==> config.mk <==
export PLATFORM = sky130hd
export DESIGN_NAME = vram_slot_arb
export DESIGN_NICKNAME = d
export VERILOG_FILES = /design/src/rtl/vram_pkg.sv /design/src/rtl/vram_slot_decode.sv /design/src/rtl/vram_slot_arb.sv
export SDC_FILE = /design/constraint.sdc
export NUM_CORES = 1
export LEC_CHECK = 0
export CAP_MARGIN = 25
export CORE_MARGIN = 2
export CORE_UTILIZATION = 35
export CTS_CLUSTER_SIZE = 16
export DETAILED_ROUTE_END_ITERATION = 16
export PLACE_DENSITY = 0.73
export REMOVE_ABC_BUFFERS = 1
export SLEW_MARGIN = 20
export SYNTH_ARGS = -nofsm -noshare
export SYNTH_HDL_FRONTEND = slang
export SYNTH_SLANG_ARGS = --single-unit
==> constraint.sdc <==
create_clock -name clk -period 3.5 [get_ports clk]
set_input_delay 0.35 -clock clk [delete_from_list [all_inputs] [get_ports clk]]
set_output_delay 0.35 -clock clk [all_outputs]
set_load 0.05 [all_outputs]
==> src/rtl/vram_pkg.sv <==
// Shared types and constants for the VRAM slot arbiter.
package vram_pkg;

  typedef enum logic [1:0] {
    OWN_NONE = 2'd0,
    OWN_DISP = 2'd1,
    OWN_SP   = 2'd2,
    OWN_CPU  = 2'd3
  } owner_t;

  localparam logic [1:0] PH_NAME = 2'd0;
  localparam logic [1:0] PH_SP   = 2'd1;
  localparam logic [1:0] PH_PAT  = 2'd2;
  localparam logic [1:0] PH_CPU  = 2'd3;

  // BUSY is split so the FSM knows exactly when the access has drained.
  typedef enum logic [1:0] {
    CPU_IDLE  = 2'd0,
    CPU_BUSY1 = 2'd1,
    CPU_BUSY2 = 2'd2
  } cpu_state_t;

  function automatic logic is_pattern_slot(input logic [1:0] phase);
    return (phase == PH_PAT);
  endfunction

endpackage

==> src/rtl/vram_slot_decode.sv <==
// Combinational slot owner selection from the video timing position,
// the enable and the CPU requester state.
module vram_slot_decode
  import vram_pkg::*;
(
  input  logic       cs,
  input  logic       h_active,
  input  logic       v_active,
  input  logic       sp_v_active,
  input  logic [1:0] h_phase,
  input  logic       cpu_req,
  input  logic       cpu_idle,
  output logic [1:0] owner
);

  owner_t w_cpu_slot;
  owner_t w_owner;

  // Owner for the current cycle.
  always_comb begin
    w_cpu_slot = (cpu_idle && cpu_req) ? OWN_CPU : OWN_NONE;
    w_owner    = OWN_NONE;
    if (!cs) begin
      w_owner = OWN_NONE;
    end else if (h_active && v_active) begin
      case (h_phase)
        PH_NAME, PH_PAT: w_owner = OWN_DISP;
        PH_SP:           w_owner = sp_v_active ? OWN_SP : w_cpu_slot;
        PH_CPU:          w_owner = w_cpu_slot;
        default:         w_owner = OWN_NONE;
      endcase
    end else begin
      w_owner = w_cpu_slot;
    end
  end

  assign owner = w_owner;

endmodule

==> src/rtl/vram_slot_arb.sv <==
// VRAM time-slot arbiter: fixed display/sprite slots, CPU takes the rest.
// A two-stage owner pipeline routes the RAM read data back to its requester.
module vram_slot_arb
  import vram_pkg::*;
#(
  parameter int AW = 14,
  parameter int DW = 8
) (
  input  logic          clk,
  input  logic          reset,
  input  logic          cs,
  input  logic          h_active,
  input  logic          v_active,
  input  logic          sp_v_active,
  input  logic [1:0]    h_phase,
  input  logic [AW-1:0] disp_addr,
  output logic [DW-1:0] disp_data,
  output logic          disp_valid,
  output logic          disp_tag,
  input  logic [AW-1:0] sp_addr,
  output logic [DW-1:0] sp_data,
  output logic          sp_valid,
  input  logic          cpu_req,
  input  logic          cpu_we,
  input  logic [AW-1:0] cpu_addr,
  input  logic [DW-1:0] cpu_wdata,
  output logic          cpu_ack,
  output logic [DW-1:0] cpu_rdata,
  output logic [AW-1:0] mem_addr,
  output logic          mem_we,
  output logic [DW-1:0] mem_wdata,
  input  logic [DW-1:0] mem_rdata
);

  logic [1:0]    w_owner_raw;
  owner_t        w_owner;
  logic          w_cpu_idle;
  cpu_state_t    r_cpu_state;
  cpu_state_t    w_cpu_next;

  logic [AW-1:0] w_addr_nxt;
  logic          w_we_nxt;
  logic [DW-1:0] w_wdata_nxt;
  logic          w_tag_nxt;

  logic [AW-1:0] r_mem_addr;
  logic          r_mem_we;
  logic [DW-1:0] r_mem_wdata;
  owner_t        r_own1;
  logic          r_tag1;

  logic          r_disp_valid;
  logic          r_disp_tag;
  logic          r_sp_valid;
  logic          r_cpu_ack;
  logic [DW-1:0] r_disp_hold;
  logic [DW-1:0] r_sp_hold;
  logic [DW-1:0] r_cpu_hold;

  assign w_cpu_idle = (r_cpu_state == CPU_IDLE);

  vram_slot_decode u_decode (
    .cs          (cs),
    .h_active    (h_active),
    .v_active    (v_active),
    .sp_v_active (sp_v_active),
    .h_phase     (h_phase),
    .cpu_req     (cpu_req),
    .cpu_idle    (w_cpu_idle),
    .owner       (w_owner_raw)
  );

  assign w_owner = owner_t'(w_owner_raw);

  // CPU FSM next state: a grant occupies the two following cycles.
  always_comb begin
    w_cpu_next = r_cpu_state;
    case (r_cpu_state)
      CPU_IDLE:  w_cpu_next = (w_owner == OWN_CPU) ? CPU_BUSY1 : CPU_IDLE;
      CPU_BUSY1: w_cpu_next = CPU_BUSY2;
      CPU_BUSY2: w_cpu_next = CPU_IDLE;
      default:   w_cpu_next = CPU_IDLE;
    endcase
  end

  // CPU FSM state register.
  always_ff @(posedge clk) begin
    if (reset) begin
      r_cpu_state <= CPU_IDLE;
    end else begin
      r_cpu_state <= w_cpu_next;
    end
  end

  // Access mux; idle cycles hold address and write data to avoid bus toggling.
  always_comb begin
    w_addr_nxt  = r_mem_addr;
    w_we_nxt    = 1'b0;
    w_wdata_nxt = r_mem_wdata;
    w_tag_nxt   = 1'b0;
    case (w_owner)
      OWN_DISP: begin
        w_addr_nxt = disp_addr;
        w_tag_nxt  = is_pattern_slot(h_phase);
      end
      OWN_SP: begin
        w_addr_nxt = sp_addr;
      end
      OWN_CPU: begin
        w_addr_nxt  = cpu_addr;
        w_we_nxt    = cpu_we;
        w_wdata_nxt = cpu_wdata;
      end
      OWN_NONE: begin
        w_addr_nxt = r_mem_addr;
      end
      default: begin
        w_addr_nxt = r_mem_addr;
      end
    endcase
  end

  // Stage 1: RAM command plus owner/tag of the access.
  always_ff @(posedge clk) begin
    if (reset) begin
      r_mem_addr  <= '0;
      r_mem_we    <= 1'b0;
      r_mem_wdata <= '0;
      r_own1      <= OWN_NONE;
      r_tag1      <= 1'b0;
    end else begin
      r_mem_addr  <= w_addr_nxt;
      r_mem_we    <= w_we_nxt;
      r_mem_wdata <= w_wdata_nxt;
      r_own1      <= w_owner;
      r_tag1      <= w_tag_nxt;
    end
  end

  // Stage 2: strobes line up with the cycle the RAM returns data.
  always_ff @(posedge clk) begin
    if (reset) begin
      r_disp_valid <= 1'b0;
      r_disp_tag   <= 1'b0;
      r_sp_valid   <= 1'b0;
      r_cpu_ack    <= 1'b0;
    end else begin
      r_disp_valid <= (r_own1 == OWN_DISP);
      r_sp_valid   <= (r_own1 == OWN_SP);
      r_cpu_ack    <= (r_own1 == OWN_CPU);
      r_disp_tag   <= (r_own1 == OWN_DISP) ? r_tag1 : r_disp_tag;
    end
  end

  // Keep the last returned word on each data output between pulses.
  always_ff @(posedge clk) begin
    if (reset) begin
      r_disp_hold <= '0;
      r_sp_hold   <= '0;
      r_cpu_hold  <= '0;
    end else begin
      r_disp_hold <= r_disp_valid ? mem_rdata : r_disp_hold;
      r_sp_hold   <= r_sp_valid   ? mem_rdata : r_sp_hold;
      r_cpu_hold  <= r_cpu_ack    ? mem_rdata : r_cpu_hold;
    end
  end

  assign disp_valid = r_disp_valid;
  assign disp_tag   = r_disp_tag;
  assign disp_data  = r_disp_valid ? mem_rdata : r_disp_hold;
  assign sp_valid   = r_sp_valid;
  assign sp_data    = r_sp_valid ? mem_rdata : r_sp_hold;
  assign cpu_ack    = r_cpu_ack;
  assign cpu_rdata  = r_cpu_ack ? mem_rdata : r_cpu_hold;
  assign mem_addr   = r_mem_addr;
  assign mem_we     = r_mem_we;
  assign mem_wdata  = r_mem_wdata;

endmodule

==> results_dict.tcl <==
set metrics [dict create \
    area_growth_pct 48.24 \
    syn_area_per_cell_um2 9.486 \
    h-tree-depth 2 \
    cts.clk_slew.worst_paths_ps 100 \
    cp_max_fo 9 \
    final_core_util_pct 53.14 \
    p_comb_share_pct 26.7 \
    synth_edf_count 0 \
    hpwl_um 5614 \
    cts_tree "done" \
    path_cells "mux2_2 > clkdlybuf4s50_1" \
    setup_tns_ps 0 \
    drc 0 \
    p_int_uw 994.2 \
    vias 2649 \
    synthFlopType "dfxtp_1" \
    netlist_instances 289 \
    grt_pass1_vias 2549 \
    clk_latency_ps 310 \
    synthArstFlopShare_pct 0 \
    wl_um 7968 \
    synth.most_common_cell "dfxtp_1" \
    die_w_um 92.50 \
    synth_common_cells "dfxtp_1 (56), nor2b_1 (40), mux2_2 (24)" \
    postRouteAntennaNets 0 \
    max_freq_mhz 418.1 \
    synth_area_um2 2741 \
    core-area_um2 7647 \
    cp_slowest_cell "clkdlybuf4s50_1" \
    power_density_nw_per_um2 353.4 \
    synth_seq_cells 56 \
    switchingPower_uw 442.1 \
    maxCapViolations 0 \
    outcome "finished, final reports clean" \
    io_pins 119 \
    end_kind "output port" \
    start_util_pct 35.85 \
    cts_setup_buffers 0 \
    drtPass1Iterations 4 \
    gp_congestion 0.8361 \
    worstPathArrival_ps 2040 \
    ys_seq_area_share_pct 40.89 \
    min_path_type "register to register" \
    fin_crit_ps 2392 \
    worstSetupPathType "register to output port" \
    setup_viol 0 \
    die_area_um2 8556 \
    synth_area_leaders "dfxtp_1 (41%), mux2_2 (9.9%), nor2b_1 (9.1%)" \
    track_usage_pct 18.08 \
    worstMarginPinSlew_ps 745.6 \
    grt_pass1_wl_um 12480 \
    cpPeakStageDelay_ps 720 \
    rows 32 \
    synth_top_cell_by_area "dfxtp_1" \
    grt_overflow 0 \
    rsz0062_at_grt "no" \
    wl_per_cell_um 16.10 \
    skew_ps 10.87 \
    post_cts_resize_count 0 \
    synth_top_area_share_pct 40.89 \
    slew_violations 0 \
    crit_required_ps 3150 \
    pwr-share-seq_pct 47.2 \
    leakagePower_uw 0.001411 \
    fp.dieH_um 92.50 \
    cts-buffers-inserted 5 \
    swShare_pct 30.78 \
    cts_hold_buf 0 \
    antenna_found_initial 0 \
    crit_path_start_kind "register" \
    vias_per_cell 5.352 \
    cts_buffer_depth 2 \
    cts_root_buffer "clkbuf_8" \
    fin_nets 460 \
    slew_headroom_pct 50.03 \
    synth_warnings 0 \
    timing.final.crit_share_pct 68.34 \
    grt_max_degree 34 \
    first_iter_violations 119 \
    fillers 698 \
    io_buffers 118 \
    cts_sinks 56 \
    diodes 0 \
    power.clock.fraction_pct 26.1 \
    irDropWorstVdd_mv 0.1625 \
    hold_viol 0 \
    synth_cell_types 36 \
    drive_above_1_share_pct 14.50 \
]
## final timing paths
path / from / slack (ps) / cells past startpoint / to
worst max-delay path: disp_valid / 1110 / 2 / disp_data[2]
worst min-delay path: r_own1[0] / 470 / 1 / sp_valid
worst max register to register: r_cpu_state[0] / 1780 / 4 / mem_addr[8]
worst min register to register: r_own1[0] / 470 / 1 / sp_valid
## layout by cell type, fill, tap and decap left out, types with 2 or more instances in the layout
cell,count
nor3b_1,3
nor2b_1,40
mux2_2,24
a211oi_2,10
a21oi_1,11
o31ai_1,8
nand3_1,13
nand2_1,3
buf_4,7
clkbuf_8,6
nor3_1,16
a211oi_1,4
dfxtp_1,56
o22ai_1,13
o21ai_0,6
o21ai_1,8
nand2b_1,2
nand4_1,9
clkdlybuf4s50_1,117
inv_2,2
nor2_1,6
a41oi_1,13
## cell families after synthesis
group	count (synthesis)	share of synthesized area [%]
and+or+nand+nor	100	22.05
AOI/OAI and AO/OA	76	21.13
DFF	56	40.89
buffers and inverters	32	5.705
muxes	25	10.22
## worst max-delay path: cells and delay by family, from the launching register on
kind | cells | cell delay [ps]
buffers and inverters | 1 | 720
DFF | 1 | 620
muxes | 1 | 400
## final cells by class
class	count	area (µm²)	share of cell area, %
Multi-Input combinational cell	201	1479	36.39
Timing Repair Buffer	125	1229	30.23
Sequential cell	56	1121	27.59
Tap cell	102	127.6	3.140
Clock buffer	6	82.58	2.032
Clock inverter	2	13.76	0.3387
Inverter	3	11.26	0.2771
## through the flow
step | setup WS, ps | hold slack [ps] | cells | power, µW | area (µm²)
2_1_floorplan | 407.9 | 414.6 | 260 | 890.4 | 2596
3_3_place_gp | 1087 | 438.0 | 487 | 1070 | 3968
3_5_place_dp | 981.3 | 444.5 | 487 | 1075 | 3968
4_1_cts | 1093 | 475.9 | 495 | 1449 | 4064
5_1_grt | 1042 | 495.6 | 495 | 1504 | 4064
6_report | 1108 | 472.7 | 495 | 1436 | 4064
## power by group through the flow
stage          registers (µW)  clock network [µW]  logic [µW]
3_3_place_gp              692                   0         377
5_1_grt                   681                 418         404
3_5_place_dp              692                   0         382
2_1_floorplan             752                   0         138
4_1_cts                   678                 387         384
6_report                  678                 375         384
## sequential cells by signal, summed over array words and instances (netlist names)
name,count
mem_addr,14
r_tag1,1
cpu_ack,1
mem_we,1
r_cpu_hold,8
disp_tag,1
disp_valid,1
r_cpu_state,2
r_own1,2
mem_wdata,8
r_sp_hold,8
sp_valid,1
r_disp_hold,8
## routing by layer
layer	vias to the layer above	GRT usage (%)	wire length [µm]
met4	0	4.975	114
met2	126	30.96	3816
met3	10	3.580	518
met5	-	0	0
li1	1281	-	-
met1	1232	23.12	3518
Power figures use the tool's default switching activity.
